--- src/rtl/spi_ram_slave_param_pkg.sv ---
// Shared opcodes, FSM state type and counter sizing for the parametrised SPI RAM slave.
package spi_ram_pkg;

    localparam logic [1:0] OP_WR_ADDR = 2'b00;
    localparam logic [1:0] OP_WR_DATA = 2'b01;
    localparam logic [1:0] OP_RD_ADDR = 2'b10;
    localparam logic [1:0] OP_RD_DATA = 2'b11;

    typedef enum logic [2:0] {
        IDLE,
        CMD,
        WR_ADDR,
        WR_DATA,
        RD_ADDR,
        RD_FETCH,
        RD_DATA,
        HOLD
    } state_t;

    // Bit counter must index the longer of the address and data fields.
    function automatic int cnt_w(input int addr_w, input int data_w);
        int m;
        m = (addr_w > data_w) ? addr_w : data_w;
        return (m < 2) ? 1 : $clog2(m);
    endfunction

endpackage

--- src/rtl/spi_ram_slave_param_mem.sv ---
// Single-port RAM: synchronous write, registered read, one access per cycle.
module spi_ram_sp_mem #(
    parameter int ADDR_W    = 8,
    parameter int DATA_W    = 8,
    parameter int MEM_DEPTH = 256
) (
    input  logic              clk,
    input  logic              we,
    input  logic              re,
    input  logic [ADDR_W-1:0] addr,
    input  logic [DATA_W-1:0] wdata,
    output logic [DATA_W-1:0] rdata
);

    logic [DATA_W-1:0] mem [0:MEM_DEPTH-1];

    always_ff @(posedge clk) begin
        if (we) begin
            mem[addr] <= wdata;
        end
        if (re) begin
            rdata <= mem[addr];
        end
    end

endmodule

--- src/rtl/spi_ram_slave_param.sv ---
// SPI slave fronting a single-port RAM; address/data widths generic.
// Define SPI_RAM_BURST_EN for auto-increment burst writes and back-to-back burst reads.
module spi_ram_slave_param #(
    parameter int ADDR_W    = 8,
    parameter int DATA_W    = 8,
    parameter int MEM_DEPTH = 256
) (
    input  logic clk,
    input  logic rst_n,
    input  logic ss_n,
    input  logic mosi,
    output logic miso,
    output logic frame_err
);
    import spi_ram_pkg::*;

`ifdef SPI_RAM_BURST_EN
    localparam bit BURST = 1'b1;
`else
    localparam bit BURST = 1'b0;
`endif

    localparam int SW = (ADDR_W > DATA_W) ? ADDR_W : DATA_W;
    localparam int CW = cnt_w(ADDR_W, DATA_W);
    localparam logic [CW-1:0]     ADDR_LAST = CW'(ADDR_W - 1);
    localparam logic [CW-1:0]     DATA_LAST = CW'(DATA_W - 1);
    localparam logic [CW-1:0]     OP_LAST   = CW'(1);
    localparam logic [ADDR_W-1:0] ADDR_TOP  = ADDR_W'(MEM_DEPTH - 1);

    function automatic logic [ADDR_W-1:0] wrap_addr(input logic [ADDR_W-1:0] a);
        return ADDR_W'(32'(a) % MEM_DEPTH);
    endfunction

    function automatic logic [ADDR_W-1:0] next_addr(input logic [ADDR_W-1:0] a);
        return (a == ADDR_TOP) ? '0 : a + 1'b1;
    endfunction

    state_t            state;
    logic [CW-1:0]     bit_cnt;
    logic [SW-2:0]     shift;
    logic [ADDR_W-1:0] wr_addr, rd_addr, mem_addr, field_addr;
    logic [DATA_W-1:0] field_word, rd_word;
    logic [CW-1:0]     rd_idx;
    logic              mem_we, mem_re, abort;

    // The shift register holds only the bits before the current one; mosi completes the field.
    assign field_addr = {shift[ADDR_W-2:0], mosi};
    assign field_word = {shift[DATA_W-2:0], mosi};
    assign rd_idx     = DATA_LAST - bit_cnt;

    assign mem_we = !ss_n && (state == WR_DATA) && (bit_cnt == DATA_LAST);
    assign mem_re = !ss_n && ((state == RD_FETCH) ||
                              (BURST && (state == RD_DATA) && (bit_cnt == DATA_LAST)));

    always_comb begin
        mem_addr = rd_addr;
        if (state == WR_DATA) begin
            mem_addr = wr_addr;
        end else if (state == RD_DATA) begin
            mem_addr = next_addr(rd_addr);
        end
    end

    assign abort = (state == CMD) ||
                   (((state == WR_ADDR) || (state == RD_ADDR) ||
                     (state == WR_DATA) || (state == RD_DATA)) && (bit_cnt != '0));

    spi_ram_sp_mem #(
        .ADDR_W    (ADDR_W),
        .DATA_W    (DATA_W),
        .MEM_DEPTH (MEM_DEPTH)
    ) u_mem (
        .clk   (clk),
        .we    (mem_we),
        .re    (mem_re),
        .addr  (mem_addr),
        .wdata (field_word),
        .rdata (rd_word)
    );

    always_ff @(posedge clk or negedge rst_n) begin
        if (!rst_n) begin
            state     <= IDLE;
            bit_cnt   <= '0;
            shift     <= '0;
            wr_addr   <= '0;
            rd_addr   <= '0;
            miso      <= 1'b0;
            frame_err <= 1'b0;
        end else if (ss_n) begin
            state     <= IDLE;
            bit_cnt   <= '0;
            shift     <= '0;
            miso      <= 1'b0;
            frame_err <= abort;
        end else begin
            frame_err <= 1'b0;
            miso      <= 1'b0;
            case (state)
                IDLE: begin
                    state   <= CMD;
                    bit_cnt <= '0;
                end
                CMD: begin
                    if (bit_cnt == OP_LAST) begin
                        bit_cnt <= '0;
                        shift   <= '0;
                        case ({shift[0], mosi})
                            OP_WR_ADDR: state <= WR_ADDR;
                            OP_WR_DATA: state <= WR_DATA;
                            OP_RD_ADDR: state <= RD_ADDR;
                            OP_RD_DATA: state <= RD_FETCH;
                            default:    state <= HOLD;
                        endcase
                    end else begin
                        bit_cnt <= bit_cnt + 1'b1;
                        shift   <= {shift[SW-3:0], mosi};
                    end
                end
                WR_ADDR, RD_ADDR: begin
                    if (bit_cnt == ADDR_LAST) begin
                        if (state == WR_ADDR) wr_addr <= wrap_addr(field_addr);
                        else                  rd_addr <= wrap_addr(field_addr);
                        bit_cnt <= '0;
                        shift   <= '0;
                        state   <= HOLD;
                    end else begin
                        bit_cnt <= bit_cnt + 1'b1;
                        shift   <= {shift[SW-3:0], mosi};
                    end
                end
                WR_DATA: begin
                    if (bit_cnt == DATA_LAST) begin
                        bit_cnt <= '0;
                        shift   <= '0;
                        if (BURST) wr_addr <= next_addr(wr_addr);
                        else       state   <= HOLD;
                    end else begin
                        bit_cnt <= bit_cnt + 1'b1;
                        shift   <= {shift[SW-3:0], mosi};
                    end
                end
                RD_FETCH: begin
                    bit_cnt <= '0;
                    state   <= RD_DATA;
                end
                RD_DATA: begin
                    miso <= rd_word[rd_idx];
                    if (bit_cnt == DATA_LAST) begin
                        bit_cnt <= '0;
                        if (BURST) rd_addr <= next_addr(rd_addr);
                        else       state   <= HOLD;
                    end else begin
                        bit_cnt <= bit_cnt + 1'b1;
                    end
                end
                default: begin
                    state <= HOLD;
                end
            endcase
        end
    end

endmodule

--- config.mk ---
export PLATFORM = sky130hd
export DESIGN_NAME = spi_ram_slave_param
export DESIGN_NICKNAME = d
export VERILOG_FILES = /design/src/rtl/spi_ram_slave_param_pkg.sv /design/src/rtl/spi_ram_slave_param_mem.sv /design/src/rtl/spi_ram_slave_param.sv
export SDC_FILE = /design/constraint.sdc
export NUM_CORES = 2
export LEC_CHECK = 0
export CAP_MARGIN = 20
export CORE_UTILIZATION = 40
export CTS_CLUSTER_SIZE = 25
export DETAILED_ROUTE_END_ITERATION = 10
export DONT_BUFFER_PORTS = 1
export SLEW_MARGIN = 20
export SYNTH_ARGS = -nofsm -noshare
export SYNTH_HDL_FRONTEND = slang
export SYNTH_SLANG_ARGS = --single-unit
--- constraint.sdc ---
create_clock -name clk -period 5.7 [get_ports clk]
set_input_delay 1.14 -clock clk [delete_from_list [all_inputs] [get_ports clk]]
set_output_delay 1.14 -clock clk [all_outputs]
set_load 0.01 [all_outputs]
**After elaboration in Yosys (flattened, before gate mapping)**

Memories as Yosys holds them, arrays and structs flattened. A register that Yosys moved wholly into a read port is not among the register bits.
Index checks and enable logic that the tools add are counted.

- Memories kept: 1
- Register bits: 31
- Output and inout bits: 2
- Logic and storage cells: 72
- Input port bits: 4
- RAM bits: 2048

Memory list:

| name | words | bits a word | rd ports | clocked after memory_dff | wr ports | RTL line | RTL |
|---|---|---|---|---|---|---|---|
| u_mem.mem | 256 | 8 | 1 | 1 | 1 | spi_ram_slave_param_mem.sv:15 | `logic [DATA_W-1:0] mem [0:MEM_DEPTH-1];` |

- Reduce and logical (&&, ||, !) cells: 21
- $lt $le $gt $ge: 1
- Eq/ne operators: 14
- Multiplexer cells: 23
- Bitwise gates (word level): 2
- Add/subtract/negate cells: 3

Operator list:

| cell | count |
|---|---|
| $mux W8 | 3 |
| $pmux W3 S4 | 2 |
| $mux W7 | 3 |
| $mux W3 | 6 |
| $pmux W7 S2 | 1 |
| $eq A3 B3 Y1 const B | 4 |
| $pmux W3 S3 | 1 |
| $add A8 B1 Y8 const B | 1 |
| $eq A8 B8 Y1 const B | 1 |
| $reduce_and A4 Y1 | 2 |
| $eq A3 B1 Y1 const B | 2 |
| $eq A3 B2 Y1 const B | 2 |
| $mux W1 | 6 |
| $reduce_bool A3 Y1 | 2 |
| $eq A2 B2 Y1 const B | 2 |
| $logic_and A1 B1 Y1 | 4 |
| $logic_or A1 B1 Y1 | 4 |
| $lt A3 B4 Y1 const B | 1 |
| $reduce_bool A4 Y1 | 1 |
| $reduce_or A2 Y1 | 2 |
| $reduce_or A4 Y1 | 1 |
| $add A3 B1 Y3 const B | 1 |
| $bmux W1 S3 | 1 |
| $logic_not A3 Y1 | 1 |
| 9 further kinds | 10 |

**Longest topological paths before layout**

- Depth after elaboration: 7
- Gate-level depth with buffers: 16
- Mapped depth without buffers: 10

**By module**

From an unflattened synthesis, not the netlist that was laid out.

- Cell total of the unflattened synthesis: 3713
- Area total of the unflattened synthesis: 80344.6 um^2

By module, submodules not included:

| module | cells each | seq. area each (um^2) | area an instance (um^2) | times used |
|---|---|---|---|---|
| spi_ram_sp_mem | 3547 | 61739.2 | 78572.9 | 1 |
| spi_ram_slave_param | 166 | 775.7 | 1771.7 | 1 |

**Least setup slack after synthesis**

OpenSTA, ideal clock, no wires.

- Path kind: register -> register
- From: reg shift[0]
- To: mem u_mem.mem[0][1], data pin
- Arrival time: 3245 ps
- Data required time: 4884 ps
- Period minus slack after synthesis: 4061 ps
- Path buffers: 0
- Slack: 1639 ps
- Library setup time: 816 ps
- Cell stages (with the launch flop): 1
- Cells stage by stage: dfrtp_1

RTL lines:

| what | RTL line | RTL |
|---|---|---|
| start: declaration | spi_ram_slave_param.sv:40 | `logic [SW-2:0] shift;` |
| start signal: assignment | spi_ram_slave_param.sv:117 | `shift <= {shift[SW-3:0], mosi};` |
| start signal: assignment | spi_ram_slave_param.sv:129 | `shift <= {shift[SW-3:0], mosi};` |
| start signal: assignment | spi_ram_slave_param.sv:140 | `shift <= {shift[SW-3:0], mosi};` |
| end: declaration | spi_ram_slave_param_mem.sv:15 |  |

No word-level cell before the write port.

**Worst setup path in the final report**

- From: reg state[1]
- To: reg u_mem.rdata[6], read port of u_mem.mem, data pin

- Word-level cells in the longest chain between the ends: 3
- Elaborated cells on any way between the ends: 6
- Those cells by class: eq/ne (3); mux (2); reduce/logical (1)

Ends and longest elaborated chain:

| what | RTL line | RTL |
|---|---|---|
| start: declaration | spi_ram_slave_param.sv:38 | `state_t state;` |
| start signal: assignment | spi_ram_slave_param.sv:83 | `state <= IDLE;` |
| start signal: assignment | spi_ram_slave_param.sv:91 | `state <= IDLE;` |
| start signal: assignment | spi_ram_slave_param.sv:101 | `state <= CMD;` |
| $eq A3 B3 Y1 | spi_ram_slave_param.sv:59 | `end else if (state == RD_DATA) begin` |
| $mux W8 | spi_ram_slave_param.sv:59 |  |
| $mux W8 | spi_ram_slave_param.sv:57 | `if (state == WR_DATA) begin` |
| end: declaration | spi_ram_slave_param_mem.sv:12 | `output logic [DATA_W-1:0] rdata` |

Parallel ways exist; a longest one is shown, timed or not.
A chain may end at the register's enable or synchronous reset.

==> metrics.cfg <==
[floorplanning]
die_w_um = 454
die_area_um2 = 206000
initial_core_util_pct = 40.3
core_area_um2 = 203000
core.rowCount = 165
die_h_um = 454
io_pins = 6

[place]
port_buffers = 0
place_congestion = 0.947
pre_cts_ws_ns = 0.259
place_area_um2 = 87300
hpwl_mm = 140

[global_routing]
grt-ovfl-total = 0
grt_pass1_vias = 43500
grt_max_degree = 261
grt.total_usage_pct = 22.1
grt_pass1_wl_mm = 325
antenna_found_initial = 8

[clocking]
cts_max_path_buffers = 3
cts_tree = done
htreeDepth = 4
path_clk_slew_ns = 0.06
postCtsSetupBuffers = 0
worstSkewPairLatency_ns = 0.88
root_buffer = clkbuf_16
clock-sinks = 2087
cts_buffers = 209

[timing]
finalSetupTns_ns = 0
rsz0062_at_grt = no
max_slew_margin_pct = 16.9
setup_ws_ns = 0.443
min_period_over_period_pct = 92.2
slew_violations = 0
max_freq_mhz = 190
final.min_clock_period_ns = 5.26
finalSetupViolCount = 0
worst_slew_pin_slew_ns = 1.25
fin_worst_skew_ns = 0.0457
hold_viol_final = 0

[power]
p_sw_w = 0.0104
pwr-share-seq_pct = 45.7
clock_power_share_pct = 36.2
vdd_drop_max_uv = 282
cellPowerDensity_nw_per_um2 = 402
comb_power_share_pct = 18.1
power_w = 0.0378
switching_share_pct = 27.6
internal_power_w = 0.0274
power_leakage_nw = 31.3

[yosys]
yosysSeqAreaShare_pct = 76.6
synth_area_per_cell_um2 = 19.6
synth_top_cell_by_area = edfxtp_1
synth_top_family_by_area = multiplexers
ys_top_cells_by_area = edfxtp_1, mux4_2, mux2i_1
synthArstFlopShare_pct = 1.49
synth-xor-area-share_pct = 0
yosysWarnings = 0
synthAdderAreaFrac_pct = 0.0766
post_synth_and_or_nand_nor_area_fraction_pct = 4.34
synth_top_area_share_pct = 75.6
synthesis.nets = 4169
synthMuxAreaShare_pct = 13.4
synth_area_um2 = 81600
synth_cells = 4160
ys_ff_latch = 2087
synthDistinctLibCells = 74
synth_edf_count = 2056
synthFlopType = edfxtp_1
synth_compound_area_share_pct = 3.84

[hold_path]
hold_class = in -> async

[routing]
viasPerCell = 5.96
num_vias = 44000
detail-route-antenna-nets = 0
drc = 0
wl_per_cell_um = 30.9
wl_mm = 228
drtPass1Iterations = 6
drt_iter0_drc = 5812

[finish]
drive_above_1_share_pct = 25.3
utilization_pct = 46.5
antenna_cells = 0
final_cell_mix = edfxtp_1, mux4_2, buf_4
final_common_cell = edfxtp_1
nets = 4539
fin_area_um2 = 94200
area_growth_pct = 15.3

[critical_path]
crit_type = reg -> reg
endpoint_kind = flip-flop
crit_path_start_kind = flip-flop
critPathArrivalTime_ns = 5.81
crit_fanout = 30
timing.rr.start = state[1]
r2r_end = u_mem.rdata[6]
worst-r2r-cell-count = 11
required_ns = 6.26
regToRegSetupSlack_ns = 0.44

[run]
maxCapViolations = 0

[status]
outcome = complete, no violations

worst max-delay path, stage by stage (launching register included):
cell	delay [ns]
dfrtp_1	0.51
and3b_1	0.31
o31ai_2	0.38
a21o_4	0.76
buf_12	0.33
buf_4	0.31
mux4_2	0.57
a22oi_1	0.33
a21oi_1	0.14
buf_4	0.18
a2111oi_0	0.87
nand4_1	0.21
metal layers:
| metal | share of wire, % | global-route usage, % |
|---|---|---|
| met1 | 40 | 30.9 |
| met2 | 46 | 33.9 |
| met3 | 9.9 | 5.28 |
| met4 | 3.3 | 7.55 |
| met5 | 0.016 | 0 |
state kept, by name, summed over array words and instances (netlist names):
register,cells
shift,7
miso,1
u_mem.mem,2048
state,3
wr_addr,8
u_mem.rdata,8
bit_cnt,3
frame_err,1
rd_addr,8
how the worst max path moves through the flow:
stage | from | end | slack [ns] | depth (start not counted)
2_1_floorplan | shift[0] | u_mem.mem[0][1] | 1.64 | 0
3_3_place_gp | state[1] | u_mem.rdata[6] | 0.29 | 13
3_5_place_dp | state[1] | u_mem.rdata[6] | 0.26 | 13
4_1_cts | state[1] | u_mem.rdata[6] | 0.23 | 13
5_1_grt | state[1] | u_mem.rdata[6] | 0.17 | 11
6_report | state[1] | u_mem.rdata[6] | 0.44 | 11
layout make-up:
type,instances,area [µm²]
clock inverter,130,1360
fill,16800,108000
timing repair buffer,422,3630
tap,2672,3340
sequential,2087,62500
multi-input combinational,1803,17800
inverter,7,26.3
clock buffer,257,5450
power groups by stage:
stage               Combinational (W)  Clock [W]  Sequential [W]
floorplan                     0.00416          0          0.0178
global placement              0.00674          0          0.0176
detailed placement            0.00677          0          0.0176
CTS                           0.00679     0.0139          0.0173
global route                  0.00711     0.0144          0.0173
finish                        0.00683     0.0137          0.0173
Yosys cell counts (all sizes together), types with 19 or more instances:
library cell and n:
edfxtp 2056, mux4 423, nor2 311, nand2 274, buf 169, mux2i 120
nand3 98, clkbuf 94, a22oi 88, a21oi 60, o21ai 41, a22o 40
a221oi 38, dfrtp 31, nand4 28, a32oi 23, and3 21, nor3 19
o22ai 19
timing repair:
| item | 4_1_cts | 5_1_grt |
|---|---|---|
| gates resized for setup | 0 | 0 |
| hold buffers | 1 | 0 |
| endpoints found under the setup margin | 0 | 0 |
| hold endpoints to repair | 31 | 0 |
metrics by stage:
step | std cells | hold slack [ns]
final | 7378 | 0.0803
after global routing | 7378 | 0.0668
after CTS | 7377 | 0.0451
after detailed placement | 6989 | 0.505
after global placement | 6989 | 0.499
after floorplan | 4160 | 0.473
kinds of logic (layout without fill, tap and decap cells):
kind of cell,Yosys count,after routing
simple gates,813,813
mux,561,561
buf+inv,270,816
flops,2087,2087
compound gates,424,424
fa+ha+maj,5,5
(Power assumes the default switching activity.)
